$ cat config.mk
export PLATFORM = sky130hd
export DESIGN_NAME = rr_scale_mux
export DESIGN_NICKNAME = d
export VERILOG_FILES = /design/src/rtl/rr_scale_mux.sv
export SDC_FILE = /design/constraint.sdc
export NUM_CORES = 1
export LEC_CHECK = 0
export ABC_AREA = 1
export CORE_MARGIN = 3
export CORE_UTILIZATION = 44
export CTS_CLUSTER_DIAMETER = 100
export DETAILED_ROUTE_END_ITERATION = 12
export PLACE_DENSITY = 0.93
export SYNTH_ARGS = -nofsm -noshare
export SYNTH_HDL_FRONTEND = slang
export SYNTH_SLANG_ARGS = --single-unit
$ cat constraint.sdc
create_clock -name clk -period 6.04 [get_ports clk]
set_input_delay 1.812 -clock clk [delete_from_list [all_inputs] [get_ports clk]]
set_output_delay 1.812 -clock clk [all_outputs]
set_load 0.02 [all_outputs]
$ cat src/rtl/rr_scale_mux.sv
// ============================================================================
// Module   : rr_scale_mux
// Brief    : NUM_CH-to-1 round-robin valid/ready mux with a one-entry
//            registered output stage. Optional parity output is enabled with
//            the RR_SCALE_MUX_PARITY_EN macro.
// Revision : 1.0 - initial release
// ============================================================================
`default_nettype none

module rr_scale_mux #(
    parameter  int WIDTH  = 8,
    parameter  int NUM_CH = 4,
    localparam int CH_W   = (NUM_CH > 1) ? $clog2(NUM_CH) : 1
) (
    input  logic                    clk,
    input  logic                    rst,
    input  logic [NUM_CH-1:0]       ch_en,
    input  logic [NUM_CH-1:0]       in_valid,
    input  logic [NUM_CH*WIDTH-1:0] in_data,
    output logic [NUM_CH-1:0]       in_ready,
    output logic                    out_valid,
    input  logic                    out_ready,
    output logic [WIDTH-1:0]        out_data,
    output logic [CH_W-1:0]         out_ch
`ifdef RR_SCALE_MUX_PARITY_EN
    ,
    output logic                    out_par
`endif
);

    localparam logic [CH_W:0]   C_NUM  = (CH_W+1)'(NUM_CH);
    localparam logic [CH_W-1:0] C_LAST = CH_W'(NUM_CH - 1);

    typedef enum logic [0:0] {
        ST_EMPTY = 1'b0,
        ST_FULL  = 1'b1
    } state_t;

    state_t            state_q, state_d;
    logic [CH_W-1:0]   ptr_q, ptr_d;
    logic [WIDTH-1:0]  data_q, data_d;
    logic [CH_W-1:0]   ch_q, ch_d;

    logic [NUM_CH-1:0] w_req;
    logic [CH_W-1:0]   w_gnt;
    logic [CH_W:0]     w_idx;
    logic              w_found;
    logic              w_load;
    logic              w_xfer;
    logic [WIDTH-1:0]  w_sel;

    assign w_req  = in_valid & ch_en;
    assign w_load = (state_q == ST_EMPTY) | out_ready;
    assign w_xfer = w_found & w_load;

    // Rotating priority search: index ptr first, wrapping past NUM_CH-1.
    always_comb begin
        w_gnt   = '0;
        w_found = 1'b0;
        w_idx   = '0;
        for (int k = 0; k < NUM_CH; k++) begin
            w_idx = {1'b0, ptr_q} + (CH_W+1)'(k);
            if (w_idx >= C_NUM) begin
                w_idx = w_idx - C_NUM;
            end
            if (!w_found && w_req[w_idx[CH_W-1:0]]) begin
                w_found = 1'b1;
                w_gnt   = w_idx[CH_W-1:0];
            end
        end
    end

    always_comb begin
        w_sel = '0;
        for (int i = 0; i < NUM_CH; i++) begin
            if (CH_W'(i) == w_gnt) begin
                w_sel = in_data[i*WIDTH +: WIDTH];
            end
        end
    end

    // Held off during reset so no producer sees a handshake that is discarded.
    generate
        for (genvar gi = 0; gi < NUM_CH; gi++) begin : g_ready
            assign in_ready[gi] = !rst && w_xfer && (w_gnt == CH_W'(gi));
        end
    endgenerate

    always_comb begin
        state_d = state_q;
        ptr_d   = ptr_q;
        data_d  = data_q;
        ch_d    = ch_q;
        if (w_xfer) begin
            state_d = ST_FULL;
            data_d  = w_sel;
            ch_d    = w_gnt;
            ptr_d   = (w_gnt == C_LAST) ? '0 : w_gnt + CH_W'(1);
        end else if (out_ready) begin
            state_d = ST_EMPTY;
        end
    end

    always_ff @(posedge clk) begin
        if (rst) begin
            state_q <= ST_EMPTY;
            ptr_q   <= '0;
            data_q  <= '0;
            ch_q    <= '0;
        end else begin
            state_q <= state_d;
            ptr_q   <= ptr_d;
            data_q  <= data_d;
            ch_q    <= ch_d;
        end
    end

    assign out_valid = (state_q == ST_FULL);
    assign out_data  = data_q;
    assign out_ch    = ch_q;

`ifdef RR_SCALE_MUX_PARITY_EN
    logic par_q, par_d;

    assign par_d = w_xfer ? ^w_sel : par_q;

    always_ff @(posedge clk) begin
        if (rst) begin
            par_q <= 1'b0;
        end else begin
            par_q <= par_d;
        end
    end

    assign out_par = par_q;
`endif

endmodule

`default_nettype wire
==> results.txt, run 1 <==
Worst VDD drop: 0.419 mV
reg2reg end: out_data[2]
Clock Skew: 0.000424 ns
Max FO, Critical Path: 5
reg-to-reg setup timing slack: 3.11 ns
worst setup path category: in -> out
initial antenna violation count: 0
Nets: 302
final number of setup-violating endpoints: 0
CTS Hold Bufs: 0
reg2reg path depth: 20
RSZ-0062 raised after global routing: no
Hold Path End: out_ch[0]
vias after detailed routing: 1324
largest net degree at the start of global routing: 21
Die Span X: 58.2 um
TritonRoute pass-1 iters: 4
GRT Total Usage: 19.5%
WL final: 3.23 mm
vias in the first global route: 1208
pre-CTS setup slack: 0.109 ns
WL/cell: 11.4 um
Power Density: 577 mW/mm^2
Yosys cell types: 22
Area growth syn-to-layout: 52.0%
flops & latches, synth: 13
synthesized net count: 242
crit start category: input pin
commonest non-fill, non-tap cell in the layout: nand2_1
clock tree root buffer cell: clkbuf_4
worst hold path depth: 2
die area: 0.00339 mm^2
CTS H-tree lvls: 1
placed insts: 280
fin cells: 284
post-DP HPWL: 2.69 mm
Worst Tran Pin Value: 0.488 ns
Worst Setup End Kind: primary output
Layout Utilization: 71.7%
Worst Setup Slack, final: 0.514 ns
Starting Density: 47.1%
top-area cell type share of the netlist area: 21.7%
Hold/Removal Path Class: reg -> reg
Crit path arrival time: 3.71 ns
worst-skew pair later-pin latency: 0.26 ns
Data required, critical path: 4.23 ns
post-synthesis cell count: 195
share of layout cells above drive strength 1: 18.1%
clk sink count: 13
Critical Path Source: ch_en[2]
Tcrit/Tclk final: 91.5%
Post-Syn Area: 0.00120 mm^2
most frequent cells in the layout: 63 x nand2_1, 53 x clkdlybuf4s50_1, 19 x o21ai_0
fill count: 213
outcome: finished, final reports clean
GRT Residual Overflow: 0
number of cell rows: 18
Slew HR: 67.3%
min Tclk post-route: 5.53 ns
Worst Hold Launch: out_ch[0]
fin. max-slew vios: 0
setup TNS: 0 ns
post-CTS setup buffer count: 0
ANT cells: 0
Yosys top cell by area: dfxtp_1
syn_area_per_cell: 6.15 um^2
I/O Pins: 58
Chip Height: 58.2 um
cts bufs inserted: 3
f_max: 0.181 GHz
core footprint: 0.00254 mm^2
vias per inst: 4.66
RD Place Congestion: 0.835
Leak: 0.924 nW
R2R Path Start: ptr_q[0]
DRT iter0 DRCs: 75
CTS tree: done
ANT nets after route: 0
DRC Markers: 0
Port Buffers: 57
Ys Warns: 0
clock-pin slew on the worst setup and hold paths: 0.07 ns
Final Hold Viols: 0
Seq/Total Area, Yosys: 21.7%
Max clock buf depth: 2
first-pass GRT wire length: 5.22 mm
Max-Cap Viols: 0
top area cells in the synthesized netlist: dfxtp_1 22%, nand2_1 20%, nand2_2 8.3%
==> cell type report <==
class	instances	area, um^2	share of cell area (%)
clock buffers	4	26.3	1.44
inverters	15	63.8	3.50
multi-input cells	160	818	44.9
flip-flops and latches	13	260	14.3
well taps	30	37.5	2.06
repair buffers	62	618	33.9
==> flip-flops by register name, indices dropped and copies added, names as in the netlist <==
name	count
out_data	8
out_ch	2
ptr_q	2
out_valid	1
==> metrics by stage <==
| step | power (W) | hold WS (ns) | instance area (um^2) |
|---|---|---|---|
| after detailed placement | 0.00100 | 0.474 | 1790 |
| after global routing | 0.00118 | 0.514 | 1820 |
| after floorplan | 0.000777 | 0.538 | 1200 |
| after global placement | 0.000975 | 0.466 | 1790 |
| final | 0.00105 | 0.484 | 1820 |
| after CTS | 0.00106 | 0.489 | 1810 |
==> how the worst max path moves through the flow <==
stage	endpoint	cells after the start
4_1_cts	in_ready[3]	15
3_5_place_dp	in_ready[1]	15
2_1_floorplan	in_ready[3]	11
3_3_place_gp	in_ready[2]	16
6_report	in_ready[2]	16
5_1_grt	in_ready[2]	16
==> logic make-up after synthesis <==
| group | synth area share (%) |
|---|---|
| buffers and inverters | 10.3 |
| AO/OA/AOI/OAI | 12.1 |
| AND/OR/NAND/NOR | 51.7 |
| flip-flops | 21.7 |
| adder cells (fa/ha/maj) | 4.17 |
==> repair_timing <==
action / CTS / global route
endpoints found under the setup margin: 0 / 4
endpoints found under the hold margin: 0 / 0
resized for setup: 0 / 5
==> worst max-delay path, stage by stage <==
cell             delay (ns)
clkdlybuf4s50_1        0.50
nand2_1                0.06
nand2_1                0.08
nand2_2                0.08
nand2_2                0.08
nand2_4                0.07
nand2_1                0.09
nand2_1                0.05
nand2_1                0.05
nand2_1                0.08
nor2_2                 0.15
inv_1                  0.08
ha_1                   0.21
inv_1                  0.08
nor2_2                 0.04
dlymetal6s2s_1         0.20
==> power breakdown <==
part           internal, W  switching [W]  leakage, nW
combinational     0.000339       0.000517        0.801
sequential        0.000121      0.0000249        0.108
clock            0.0000255      0.0000249       0.0150
==> metal layers <==
metal | wire [um] | vias up | GRT usage [%] | share of wire, %
li1 | - | 733 | - | -
met1 | 1510 | 548 | 27.0 | 47
met2 | 1500 | 41 | 31.1 | 46
met3 | 206 | 2 | 2.90 | 6.4
met4 | 17 | 0 | 6.29 | 0.53
met5 | 0 | - | 0 | 0
==> cell usage after synthesis <==
master    instances
nand3_1          11
inv_6             1
buf_6             2
inv_1            12
nand4_1           2
a21oi_1          10
nand2_4           3
buf_12            1
o21ai_0          19
nand4_4           1
dfxtp_1          13
inv_2             1
nor2_2           12
buf_2             2
nand3_2           2
clkbuf_1          2
nor2_1           16
nand2_1          63
or2_0             1
nand2_2          16
ha_1              4
inv_4             1
Note: power is estimated with default switching activity, not from simulation.
==> inputs of run 2 (changes only) <==
- CORE_UTILIZATION: 44 -> 41
- PLACE_DENSITY: 0.93 -> 0.88
- clock period: 6.04 -> 5.64 ns (I/O delays scaled with it)
==> results.txt, run 2 (same netlist as run 1, synthesis figures left out) <==
crit start category: input pin
RSZ-0062 raised after global routing: no
I/O Pins: 58 (unchanged)
Starting Density: 45.5% (-1.6 points)
Worst VDD drop: 0.457 mV (+9.2%)
Chip Height: 60.1 um (+3.2%)
first-pass GRT wire length: 5.16 mm (-1.2%)
Hold/Removal Path Class: reg -> reg
WL/cell: 11.2 um (-1.5%)
Clock Skew: 0.00452 ns (+0.00410 ns)
WL final: 3.22 mm (-0.46%)
core footprint: 0.00264 mm^2 (+3.5%)
Leak: 0.887 nW (-4.1%)
Pint: 0.000521 W (+7.3%)
clock power share: 5.2% (+0.4 points)
TritonRoute pass-1 iters: 4 (unchanged)
GR Util met3: 2.59% (-0.30 points)
Die Span X: 60.1 um (+3.2%)
Max FO, Critical Path: 5 (unchanged)
DRT iter0 DRCs: 49 (-35%)
clock-pin slew on the worst setup and hold paths: 0.08 ns (about the same)
Area growth syn-to-layout: 52.7%
CTS Hold Bufs: 0 (unchanged)
fill count: 222 (+4.2%)
Tcrit/Tclk final: 96.0%
clk sink count: 13 (unchanged)
share of layout cells above drive strength 1: 19.1% (+0.96 points)
cts bufs inserted: 3 (unchanged)
Sw Pwr: 0.000608 W (+7.3%)
Max-Cap Viols: 0 (unchanged)
worst setup path category: in -> out
Worst Setup End Kind: primary output
post-DP HPWL: 2.62 mm (-2.7%)
Data required, critical path: 3.95 ns (-0.28 ns)
vias after detailed routing: 1380 (+4.2%)
CTS H-tree lvls: 1 (unchanged)
clock tree root buffer cell: clkbuf_4
Nets: 305 (+0.99%)
initial antenna violation count: 0 (unchanged)
number of cell rows: 18 (unchanged)
Max clock buf depth: 2 (unchanged)
largest net degree at the start of global routing: 21 (unchanged)
GRT Residual Overflow: 0 (unchanged)
DRC Markers: 0 (unchanged)
Flop pwr share: 14.0% (+0.2 points)
switching share of total power: 53.9% (about the same)
M2 GR Usage: 29.2% (-2.0 points)
Combinational Power Share: 80.8% (-0.6 points)
Final Power: 0.00113 W (+7.3%)
Largest register FFs: 8 (unchanged)
Final Hold Viols: 0 (unchanged)
PostCTS Resize Cnt: 4 (+4)
CTS tree: done
most frequent cells in the layout: 63 x nand2_1, 53 x clkdlybuf4s50_1, 19 x o21ai_0
GRT busiest layer: met2
final number of setup-violating endpoints: 0 (unchanged)
RD Place Congestion: 0.869 (+4.0%)
outcome: finished, final reports clean
min Tclk post-route: 5.42 ns
vias in the first global route: 1179 (-2.4%)
die area: 0.00361 mm^2 (+6.5%)
Power Density: 617 mW/mm^2 (+6.9%)
worst-skew pair later-pin latency: 0.28 ns (+0.02 ns)
fin. max-slew vios: 0 (unchanged)
pre-CTS setup slack: -0.0294 ns (-0.138 ns)
GRT Total Usage: 18.7% (-0.84 points)
commonest non-fill, non-tap cell in the layout: nand2_1
post-CTS setup buffer count: 0 (unchanged)
Worst Setup Slack, final: 0.224 ns (-0.290 ns)
f_max: 0.185 GHz
Port Buffers: 57 (unchanged)
Worst Tran Pin Value: 0.454 ns (-0.0344 ns)
ANT cells: 0 (unchanged)
Slew HR: 69.6% (+2.3 points)
ANT nets after route: 0 (unchanged)
vias per inst: 4.81 (+3.1%)
GR Util met1: 25.5% (-1.4 points)
Crit path arrival time: 3.72 ns (about the same)
[run 2: per-stage QoR]
step | std cells | hold slack, ns | util [%] | setup TNS (ns) | area, um^2
3_5_place_dp | 283 | 0.477 | 68.6 | -0.0731 | 1810
6_report | 287 | 0.491 | 69.5 | 0 | 1830
3_3_place_gp | 283 | 0.465 | 68.6 | 0 | 1810
4_1_cts | 287 | 0.496 | 69.4 | 0 | 1830
2_1_floorplan | 195 | 0.538 | - | 0 | 1200
5_1_grt | 287 | 0.525 | 69.5 | 0 | 1830
[run 2: final cells by class]
| class | count | area, um^2 | area share [%] |
|---|---|---|---|
| flip-flops and latches | 13 | 260 | 14.2 |
| multi-input cells | 160 | 818 | 44.7 |
| inverters | 15 | 63.8 | 3.48 |
| well taps | 30 | 37.5 | 2.05 |
| clock buffers | 4 | 26.3 | 1.43 |
| repair buffers | 65 | 626 | 34.2 |
[run 2: path summary, 6_finish.rpt]
check,slack (ns),cells after the start,start,end
min reg2reg,0.49,2,out_ch[0],out_ch[0]
min,0.49,2,out_ch[0],out_ch[0]
max reg2reg,2.74,20,ptr_q[0],out_data[4]
max,0.22,14,in_valid[2],in_ready[2]
[run 2: routing by layer]
layer | vias to the layer above | part of all wire, %
met3 | 5 | 5.0
met2 | 44 | 47
met5 | - | 0
met1 | 593 | 46
li1 | 738 | -
met4 | 0 | 1.8
[run 2: critical path, cell delays in order]
cell and delay [ns]:
clkdlybuf4s50_1 0.43, nand2_1 0.08, nand2_1 0.07, nand2_2 0.12
nand2_2 0.06, nand2_4 0.10, nand3_1 0.08, or2_0 0.21
nand2_1 0.15, inv_1 0.10, ha_1 0.20, inv_1 0.08
nor2_2 0.04, dlygate4sd2_1 0.31
[run 2: power by group through the flow]
stage          combinational [W]  sequential [W]  clock [W]
2_1_floorplan           0.000647        0.000186          0
3_3_place_gp            0.000899        0.000159          0
3_5_place_dp            0.000913        0.000160          0
4_1_cts                 0.000913        0.000158  0.0000604
5_1_grt                  0.00104        0.000162  0.0000652
6_report                0.000913        0.000158  0.0000590
